--- src/rtl/irq_sequencer_if.sv ---
// irq_sequencer_if: core-side request/mask/PC inputs (irq_in, mask_we, mask_wdata, current_address, reti) and sequencer controls (stall_fetch, flush, pc_load, pc_load_addr, in_service, active_id, pending, mask_out)
interface irq_sequencer_if #(
  parameter int NUM_SRC = 4,
  parameter int ID_W = 2,
  parameter int ADDR_W = 8
);
  logic [NUM_SRC-1:0] irq_in;
  logic mask_we;
  logic [NUM_SRC-1:0] mask_wdata;
  logic [ADDR_W-1:0] current_address;
  logic reti;
  logic stall_fetch;
  logic flush;
  logic pc_load;
  logic [ADDR_W-1:0] pc_load_addr;
  logic in_service;
  logic [ID_W-1:0] active_id;
  logic [NUM_SRC-1:0] pending;
  logic [NUM_SRC-1:0] mask_out;
  modport master (
    output irq_in, mask_we, mask_wdata, current_address, reti,
    input stall_fetch, flush, pc_load, pc_load_addr, in_service, active_id, pending, mask_out
  );
  modport slave (
    input irq_in, mask_we, mask_wdata, current_address, reti,
    output stall_fetch, flush, pc_load, pc_load_addr, in_service, active_id, pending, mask_out
  );
endinterface

--- src/rtl/irq_sequencer.sv ---
// irq_sequencer: edge-latched masked fixed-priority interrupt sequencer (clk, reset, bus: irq/mask/pc/reti in, stall/flush/pc_load/service status out)
module irq_sequencer #(
  parameter int NUM_SRC = 4,
  parameter int ID_W = 2,
  parameter int ADDR_W = 8,
  parameter logic [ADDR_W-1:0] VEC_BASE = 8'hF0,
  parameter int DRAIN_CYCLES = 3
) (
  input logic clk,
  input logic reset,
  irq_sequencer_if.slave bus
);
  localparam int CW = DRAIN_CYCLES > 1 ? $clog2(DRAIN_CYCLES) : 1;
  localparam logic [2:0] IDLE = 3'd0;
  localparam logic [2:0] DRAIN = 3'd1;
  localparam logic [2:0] VECTOR = 3'd2;
  localparam logic [2:0] SERVICE = 3'd3;
  localparam logic [2:0] RETURN = 3'd4;
  logic [2:0] state;
  logic [NUM_SRC-1:0] irq_prev, pending, mask, eligible, rise, clr;
  logic [ID_W-1:0] active_id, winner;
  logic [ADDR_W-1:0] ret_addr;
  logic [CW-1:0] cnt;
  always_comb begin
    eligible = pending & ~mask;
    rise = bus.irq_in & ~irq_prev;
    winner = '0;
    for (int i = NUM_SRC - 1; i >= 0; i--) winner = eligible[i] ? ID_W'(i) : winner;
    clr = (state == IDLE && |eligible) ? (NUM_SRC'(1) << winner) : '0;
  end
  always_ff @(posedge clk) begin
    irq_prev <= bus.irq_in;
    if (reset) begin
      state <= IDLE;
      pending <= '0;
      mask <= '1;
      active_id <= '0;
      ret_addr <= '0;
      cnt <= '0;
    end else begin
      // a fresh edge on a bit being accepted this cycle survives the clear
      pending <= (pending & ~clr) | rise;
      if (bus.mask_we) mask <= bus.mask_wdata;
      case (state)
        IDLE: if (|eligible) begin
          state <= DRAIN;
          active_id <= winner;
          ret_addr <= bus.current_address;
          cnt <= CW'(DRAIN_CYCLES - 1);
        end
        DRAIN: if (cnt == '0) state <= VECTOR; else cnt <= cnt - CW'(1);
        VECTOR: state <= SERVICE;
        SERVICE: if (bus.reti) state <= RETURN;
        default: state <= IDLE;
      endcase
    end
  end
  assign bus.stall_fetch = state == DRAIN || state == VECTOR;
  assign bus.flush = state == VECTOR || state == RETURN;
  assign bus.pc_load = state == VECTOR || state == RETURN;
  assign bus.pc_load_addr = state == VECTOR ? VEC_BASE + (ADDR_W'(active_id) << 2) : state == RETURN ? ret_addr : '0;
  assign bus.in_service = state == SERVICE;
  assign bus.active_id = active_id;
  assign bus.pending = pending;
  assign bus.mask_out = mask;
endmodule
--- src/flat_wrapper.sv ---
// flat-port wrapper written by rule: the top's interface ports become plain ports
module irq_sequencer_flat 
#(
  parameter int NUM_SRC = 4,
  parameter int ID_W = 2,
  parameter int ADDR_W = 8,
  parameter logic [ADDR_W-1:0] VEC_BASE = 8'hF0,
  parameter int DRAIN_CYCLES = 3
)
  (clk, reset, bus_irq_in, bus_mask_we, bus_mask_wdata, bus_current_address, bus_reti, bus_stall_fetch, bus_flush, bus_pc_load, bus_pc_load_addr, bus_in_service, bus_active_id, bus_pending, bus_mask_out);
  irq_sequencer_if #(.NUM_SRC(NUM_SRC), .ID_W(ID_W), .ADDR_W(ADDR_W)) bus_i ();
  input logic clk;
  input logic reset;
  input wire logic [$bits(bus_i.irq_in)-1:0] bus_irq_in;
  input wire logic [$bits(bus_i.mask_we)-1:0] bus_mask_we;
  input wire logic [$bits(bus_i.mask_wdata)-1:0] bus_mask_wdata;
  input wire logic [$bits(bus_i.current_address)-1:0] bus_current_address;
  input wire logic [$bits(bus_i.reti)-1:0] bus_reti;
  output wire logic [$bits(bus_i.stall_fetch)-1:0] bus_stall_fetch;
  output wire logic [$bits(bus_i.flush)-1:0] bus_flush;
  output wire logic [$bits(bus_i.pc_load)-1:0] bus_pc_load;
  output wire logic [$bits(bus_i.pc_load_addr)-1:0] bus_pc_load_addr;
  output wire logic [$bits(bus_i.in_service)-1:0] bus_in_service;
  output wire logic [$bits(bus_i.active_id)-1:0] bus_active_id;
  output wire logic [$bits(bus_i.pending)-1:0] bus_pending;
  output wire logic [$bits(bus_i.mask_out)-1:0] bus_mask_out;
  assign bus_i.irq_in = bus_irq_in;
  assign bus_i.mask_we = bus_mask_we;
  assign bus_i.mask_wdata = bus_mask_wdata;
  assign bus_i.current_address = bus_current_address;
  assign bus_i.reti = bus_reti;
  assign bus_stall_fetch = bus_i.stall_fetch;
  assign bus_flush = bus_i.flush;
  assign bus_pc_load = bus_i.pc_load;
  assign bus_pc_load_addr = bus_i.pc_load_addr;
  assign bus_in_service = bus_i.in_service;
  assign bus_active_id = bus_i.active_id;
  assign bus_pending = bus_i.pending;
  assign bus_mask_out = bus_i.mask_out;
  irq_sequencer #(.NUM_SRC(NUM_SRC), .ID_W(ID_W), .ADDR_W(ADDR_W), .VEC_BASE(VEC_BASE), .DRAIN_CYCLES(DRAIN_CYCLES)) u_core (.clk(clk), .reset(reset), .bus(bus_i));
endmodule
--- config.mk ---
export PLATFORM = sky130hd
export DESIGN_NAME = irq_sequencer_flat
export DESIGN_NICKNAME = d
export VERILOG_FILES = /design/src/rtl/irq_sequencer_if.sv /design/src/rtl/irq_sequencer.sv /design/src/flat_wrapper.sv
export SDC_FILE = /design/constraint.sdc
export NUM_CORES = 1
export LEC_CHECK = 0
export CAP_MARGIN = 20
export CORE_UTILIZATION = 44
export CTS_CLUSTER_DIAMETER = 40
export DETAILED_ROUTE_END_ITERATION = 6
export HOLD_SLACK_MARGIN = 0.06
export PLACE_DENSITY = 0.82
export SYNTH_ARGS = -nofsm -noshare
export SYNTH_HDL_FRONTEND = slang
export SYNTH_SLANG_ARGS = --single-unit
export TNS_END_PERCENT = 20
--- constraint.sdc ---
create_clock -name clk -period 1.75 [get_ports clk]
set_input_delay 0.2625 -clock clk [delete_from_list [all_inputs] [get_ports clk]]
set_output_delay 0.2625 -clock clk [all_outputs]
set_load 0.005 [all_outputs]
==> flow_summary.yaml, run 1 <==
outcome:
  run_status: "finished clean"
timing:
  max_slew_margin_pct: 70.82
  layout_min_cycle_time_ps: 1693
  finalCritPeriodShare_pct: 96.75
  rsz0062_at_grt: "no"
  finalSetupViolCount: 0
  timing_max_transition_violations_final: 0
  worst-slew-pin-transition_ps: 436.5
  worst_clock_skew_ps: 1.620
  fmax_mhz: 590.6
  report.final.hold_viol_count: 0
setup_path:
  critical_path_startpoint: "u_core.state[1]"
  reg2reg_to: "u_core.bus.active_id[0]"
  crit_path_start_kind: "flop"
  setup.worst_path.class: "reg -> out"
  cp_slowest_cell: "dfxtp_4"
  r2r_start: "u_core.state[0]"
  cells_along_the_critical_path: "nor2b_4, buf_6, a22oi_2, nor2_1, dlygate4sd2_1"
  worst-endpoint-arrival_ps: 1430
  required_time_of_the_critical_path_ps: 1490
  worstSetupEndpoint: "bus_pc_load_addr[3]"
  reg2reg_slack_ps: 130
  rr_worst_depth: 5
  critPathMaxFanout: 7
  critical_path.max_stage_delay_ps: 390
  timing.critical_path.to_type: "output port"
route:
  dr_vias: 1103
  count_of_antenna_violating_nets_left_after_detailed_routing: 0
  routed_wire_length_per_instance_microns: 13.50
  drtIter0Drc: 15
  detail_route.wirelength_microns: 2861
  post_detailed_route_drc_marker_count: 0
  first_pass_iters: 4
  viasPerCell: 5.203
synthesis:
  synth_simple_gate_area_share_pct: 22.33
  synthesis.yosys.warnings: 0
  async_set_reset_flop_share_out_of_synthesis_pct: 0
  synth_area_in_compound_gates_pct: 15.12
  number_of_flops_mapped_to_enable_cells_by_yosys: 0
  flip_flop_and_latch_count_after_synthesis: 27
  yosys.area.top_type_share_pct: 44.44
  predominant_post_synthesis_flop_cell: "dfxtp_1"
  post_synth_xor_area_fraction_pct: 0.7202
  syn_nets: 154
  yosysUniqueCellTypes: 32
  mean_area_per_synthesized_cell_sq_um: 9.144
  syn-cell-area_sq_um: 1216
  synth_top_family_by_area: "simple AND/OR/NAND/NOR gates"
  synth.area.top_cells: "dfxtp_1, mux2i_1, nor2_1, a21oi_1, nand2b_1"
  synth-seq-area-share_pct: 44.44
  syn-instance-count: 133
  muxShareOfSynthArea_pct: 10.80
  synthAdderAreaFrac_pct: 1.029
  synthDominantAreaCellType: "dfxtp_1"
  synthMostInstantiatedCell: "dfxtp_1"
  synth.top_cells.by_count: "dfxtp_1, nor2_1, a21oi_1, mux2i_1"
grt:
  grt_max_degree: 17
  grt_util_all_layers_pct: 20.76
  via_count_of_the_first_global_routing_pass: 987
  antenna_violations_before_repair: 0
  wire_length_of_the_first_global_routing_pass_microns: 4333
  grt_overflow: 0
clocking:
  clock_latency_ps: 320
  cts.htree.levels: 1
  clk_pin_slew_ps: 150
  clock_sink_count: 27
  tritoncts: "done"
  max-clock-path-buffers: 2
  number_of_buffers_inserted_during_clock_tree_synthesis: 3
  cts.hold.buffers_added: 0
  root_buffer: "clkbuf_4"
cells_and_area:
  insertedDiodeCount: 0
  finalCoreUtilization_pct: 70.45
  post_route_cells_drive_above_1_share_pct: 19.23
  design.final.nets: 204
  number_of_inserted_filler_cells_in_the_final_layout: 200
  layout_area_growth_over_synthesis_pct: 47.43
  stdcell_area_sq_um: 1793
placed_design:
  io_buffer_count: 41
  postPlaceCellArea_sq_um: 1698
  gpl.final_weighted_congestion: 0.7269
  detailed_place_hpwl_microns: 2167
floorplanning:
  row_count: 18
  die-height_microns: 54.58
  fp.dieArea_sq_um: 2978
  top_ports: 42
  design.core.area_sq_um: 2545
  die-width_microns: 54.58
  initial_utilization_pct: 47.79
power:
  power.density_cell_area_nw_per_um2: 672.7
  ir_worst_vdd_uv: 631.3
  power.leakage_uw: 0.0008050
min_path:
  min_path_type: "in -> reg"
job:
  maxCapViolCount: 0
## placed cells by master (no fill, tap or decap), types with 2 or more instances in the layout
cell type / instances
nor2_1: 21
nand2_1: 6
o21ai_0: 4
buf_6: 2
dfxtp_4: 3
mux2i_1: 12
a21oi_1: 12
inv_1: 3
nand2b_1: 6
nand3_1: 3
clkdlybuf4s50_1: 29
nor2b_4: 2
dfxtp_1: 24
dlygate4sd2_1: 10
nor2b_1: 4
buf_4: 13
a22oi_2: 2
clkbuf_4: 3
o31ai_1: 2
## cell type report
class	count	area [sq um]	share of cell area [%]
clock inverter	1	7.507	0.4187
timing repair buffer	56	520.5	29.03
multi-input combinational	92	641.9	35.80
tap	30	37.54	2.094
clock buffer	3	22.52	1.256
inverter	3	11.26	0.6281
sequential	27	551.8	30.77
## timing repair
| action | 4_1_cts | 5_1_grt |
|---|---|---|
| buffers inserted | 0 | 3 |
| resized for setup | 22 | 6 |
| setup endpoints to repair | 21 | 16 |
| pin swaps | 0 | 1 |
## worst min path at each step
stage / start / end / slack (ps) / depth (start not counted)
finish: bus_irq_in[1] / u_core.irq_prev[1] / 400 / 1
global placement: u_core.ret_addr[0] / u_core.ret_addr[0] / 470 / 2
global route: bus_irq_in[0] / u_core.irq_prev[0] / 370 / 1
detailed placement: u_core.irq_prev[1] / u_core.bus.pending[1] / 480 / 2
floorplan: bus_irq_in[0] / u_core.irq_prev[0] / 290 / 0
CTS: bus_irq_in[1] / u_core.irq_prev[1] / 390 / 1
## power by group
group	internal (uW)	switching, uW	leakage [uW]
logic	151	104	0.000567
registers	648	28.6	0.000224
clock network	87.3	187	0.0000139
## registers in the layout (all words and copies together) (netlist names)
register,flops
u_core.state,3
u_core.bus.mask_out,4
u_core.bus.pending,4
u_core.irq_prev,4
u_core.ret_addr,8
u_core.bus.active_id,2
u_core.cnt,2
## cell families after synthesis
group           after synthesis
compound gates               26
xor+xnor                      1
fa+ha+maj                     1
buf+inv                      14
flops                        27
mux                          13
simple gates                 51
## per-stage QoR
step | TNS, ps | std cells | hold WS, ps | setup slack, ps | power [uW]
after detailed placement | -434.9 | 205 | 476.2 | -77.69 | 937.7
after global routing | 0 | 212 | 368.4 | 5.208 | 1270
after CTS | -681.9 | 209 | 389.6 | -103.6 | 1201
after floorplan | 0 | 133 | 290.2 | 313.8 | 815.5
after global placement | 0 | 205 | 468.1 | 21.26 | 927.7
final | 0 | 212 | 396.0 | 56.95 | 1206
## critical path: cells and delay by family (launching register included)
kind | cells | cell delay, ps
flip-flops | 1 | 390
AO/OA/AOI/OAI | 1 | 160
buffers and inverters | 2 | 390
AND/OR/NAND/NOR | 2 | 170
## layer usage
metal  global-route usage [%]  vias up  share of wire, %
met1                    26.05      524                42
met2                    35.16       23                53
met5                        0        -                 0
li1                         -      550                 -
met3                    4.722        6               3.1
met4                    5.983        0               1.4
No activity file was read; power rests on OpenSTA's default activity.
==> run 2: changes to the inputs <==
GPL_ROUTABILITY_DRIVEN = 0   (was default)
==> results of run 2 <==
No change in the layout: final DEF, timing and power equal those of run 1.
==> run 3: changes to the inputs <==
ABC_AREA = 1   (was default)
==> run 3 against run 2 <==
Effect of this change: design area fell by 6.7%; sequential power up 3.5%; first-iteration DRC count rose by 6.7%; the flow now finishes with violations (setup timing); total power increased by 5.6%; maximum frequency decreased by 8.9%; global-route usage is 0.26 points lower; flip-flop and latch count did not move; non-clock buffer count shrank 13; combinational power is 23% higher; synthesized cell count grew 20%; critical path type unchanged; count of clock-buffer cells in the layout grew 1.
==> flow_summary.yaml, run 3 <==
cells_and_area:
  layout_common_cells: "clkdlybuf4s50_1, inv_1, dfxtp_1"
  mostFrequentLayoutCell: "clkdlybuf4s50_1"
  post_route_cells_drive_above_1_share_pct: 15.84
  layout_area_growth_over_synthesis_pct: 39.56
  number_of_flip_flops_in_the_largest_register: 8
  insertedDiodeCount: 0
  number_of_inserted_filler_cells_in_the_final_layout: 237
  design.final.nets: 224
  registers.top_by_ff_count: "u_core.ret_addr"
synthesis:
  yosys.area.top_type_share_pct: 45.09
  number_of_flops_mapped_to_enable_cells_by_yosys: 0
  synth.area.top_cells: "dfxtp_1, a21oi_1, inv_1, o21ai_0, nand2_1"
  yosysUniqueCellTypes: 25
  synth.top_cells.by_count: "dfxtp_1, inv_1, nand2_1, a21oi_1, o21ai_0"
  syn-instance-count: 159
  async_set_reset_flop_share_out_of_synthesis_pct: 0
  predominant_post_synthesis_flop_cell: "dfxtp_1"
  mean_area_per_synthesized_cell_sq_um: 7.539
  synth-seq-area-share_pct: 45.09
  synthMostInstantiatedCell: "dfxtp_1"
  syn-cell-area_sq_um: 1199
  synthesis.yosys.warnings: 0
  syn_nets: 180
  flip_flop_and_latch_count_after_synthesis: 27
  synthDominantAreaCellType: "dfxtp_1"
clocking:
  number_of_buffers_inserted_during_clock_tree_synthesis: 3
  max-clock-path-buffers: 2
  tritoncts: "done"
  clock_latency_ps: 310
  post-cts-setup-buffer-count: 0
  clock_sink_count: 27
  cts.htree.levels: 1
  clk_pin_slew_ps: 140
  root_buffer: "clkbuf_4"
setup_path:
  crit_cells: 5
  reg2reg_slack_ps: 440
  cp_slowest_cell: "clkdlybuf4s50_1"
  r2r_start: "u_core.bus.mask_out[1]"
  cells_along_the_critical_path: "buf_4, inv_2, nand3_2, nand2_1, clkdlybuf4s50_1"
  reg2reg_to: "u_core.cnt[0]"
  crit_path_start_kind: "flop"
  setup.worst_path.class: "reg -> out"
  worst-endpoint-arrival_ps: 1600
  worst_path_dominant_cell_family: "buffers and inverters"
  critical_path.max_stage_delay_ps: 500
  timing.critical_path.to_type: "output port"
  rr_worst_depth: 10
  required_time_of_the_critical_path_ps: 1490
  critPathMaxFanout: 5
  cp_num_buf_inv: 3
timing:
  finalSetupViolCount: 3
  report.final.hold_viol_count: 0
  layout_min_cycle_time_ps: 1859
  worst_clock_skew_ps: 6.438
  finalCritPeriodShare_pct: 106.2
  fmax_mhz: 537.9
  timing_max_transition_violations_final: 0
  max_slew_margin_pct: 78.40
  fin_worst_hold_slack_ps: 409.9
  worst_slack_ps: -109.1
  rsz0062_at_grt: "yes"
  worst-slew-pin-transition_ps: 323.7
route:
  drtIter0Drc: 16
  dr_vias: 1169
  post_detailed_route_drc_marker_count: 0
  first_pass_iters: 4
  count_of_antenna_violating_nets_left_after_detailed_routing: 0
  routed_wire_length_per_instance_microns: 12.09
  detail_route.wirelength_microns: 2806
  viasPerCell: 5.039
floorplanning:
  die-width_microns: 54.20
  row_count: 18
  top_ports: 42
  fp.dieArea_sq_um: 2937
  initial_utilization_pct: 47.52
  die-height_microns: 54.20
  design.core.area_sq_um: 2522
power:
  power.density_cell_area_nw_per_um2: 761.4
  intPower_uw: 909.7
  ir_worst_vdd_uv: 450.2
  p_clk_share_pct: 20.3
  net-switching-power_uw: 363.9
  power_frac_comb_pct: 24.7
  sw_frac_of_total_pct: 28.57
  power.leakage_uw: 0.0007675
  pwr-share-seq_pct: 55.0
placed_design:
  dp_worst_setup_slack_ps: 75.99
  io_buffer_count: 41
  detailed_place_hpwl_microns: 2042
min_path:
  min_path_type: "in -> reg"
  hold_path.startpoint: "bus_irq_in[0]"
  holdPathEnd: "u_core.irq_prev[0]"
  instance_count_along_the_most_critical_hold_path: 1
outcome:
  failing_checks: "setup timing"
  run_status: "complete, but fails checks"
grt:
  grt_util_all_layers_pct: 20.50
  antenna_violations_before_repair: 0
  wire_length_of_the_first_global_routing_pass_microns: 4360
  grt_overflow: 0
  grt_max_degree: 21
  via_count_of_the_first_global_routing_pass: 1061
job:
  maxCapViolCount: 0
-- run 3: cell type report --
cell class	instances	area, sq um	area share [%]
Sequential cell	27	549.3	32.83
Multi-Input combinational cell	97	525.5	31.41
Timing Repair Buffer	43	417.9	24.98
Inverter	31	116.4	6.956
Tap cell	30	37.54	2.244
Clock buffer	4	26.28	1.571
-- run 3: kinds of logic (layout without fill, tap and decap cells) --
kind of cell / Yosys count / after routing / synth area share [%]
fa+ha+maj: 1 / 1 / 1.044
flops: 27 / 27 / 45.09
simple gates: 50 / 51 / 21.40
compound gates: 45 / 45 / 19.83
buf+inv: 36 / 78 / 12.63
-- run 3: power groups by stage --
stage | Sequential [uW] | Clock, uW | Combinational (uW)
2_1_floorplan | 708 | 0 | 176
3_5_place_dp | 711 | 0 | 307
3_3_place_gp | 707 | 0 | 297
4_1_cts | 701 | 269 | 315
6_report | 701 | 258 | 314
5_1_grt | 708 | 293 | 346
-- run 3: stage by stage --
step | instance area (sq um) | std cells | power [uW] | util, % | setup TNS [ps]
floorplan | 1199 | 159 | 884.3 | - | 0
global placement | 1627 | 227 | 1004 | 64.48 | 0
detailed placement | 1627 | 227 | 1018 | 64.48 | 0
CTS | 1670 | 232 | 1285 | 66.22 | -409.4
global route | 1673 | 232 | 1348 | 66.32 | -515.7
finish | 1673 | 232 | 1274 | 66.32 | -261.5
-- run 3: how the worst max path moves through the flow --
stage                    start             endpoint  slack, ps
6_report       u_core.state[1]      bus_stall_fetch       -110
5_1_grt        u_core.state[1]      bus_stall_fetch       -190
4_1_cts        u_core.state[0]  bus_pc_load_addr[6]       -120
3_5_place_dp   u_core.state[0]  bus_pc_load_addr[2]         80
3_3_place_gp   u_core.state[0]  bus_pc_load_addr[5]        200
2_1_floorplan  u_core.state[1]          bus_pc_load        590
-- run 3: timing repair --
action,4_1_cts,5_1_grt
pin swaps,0,0
hold buffers,0,0
gates resized for setup,20,1
endpoints found under the setup margin,12,4
gates cloned,1,0
-- run 3: layer usage --
| layer | wire length (microns) | track usage (%) | vias to the layer above | share of wire [%] |
|---|---|---|---|---|
| li1 | - | - | 591 | - |
| met1 | 1187 | 22.75 | 535 | 42 |
| met2 | 1434 | 39.63 | 39 | 51 |
| met3 | 158 | 3.107 | 4 | 5.6 |
| met4 | 25 | 5.128 | 0 | 0.89 |
| met5 | 0 | 0 | - | 0 |
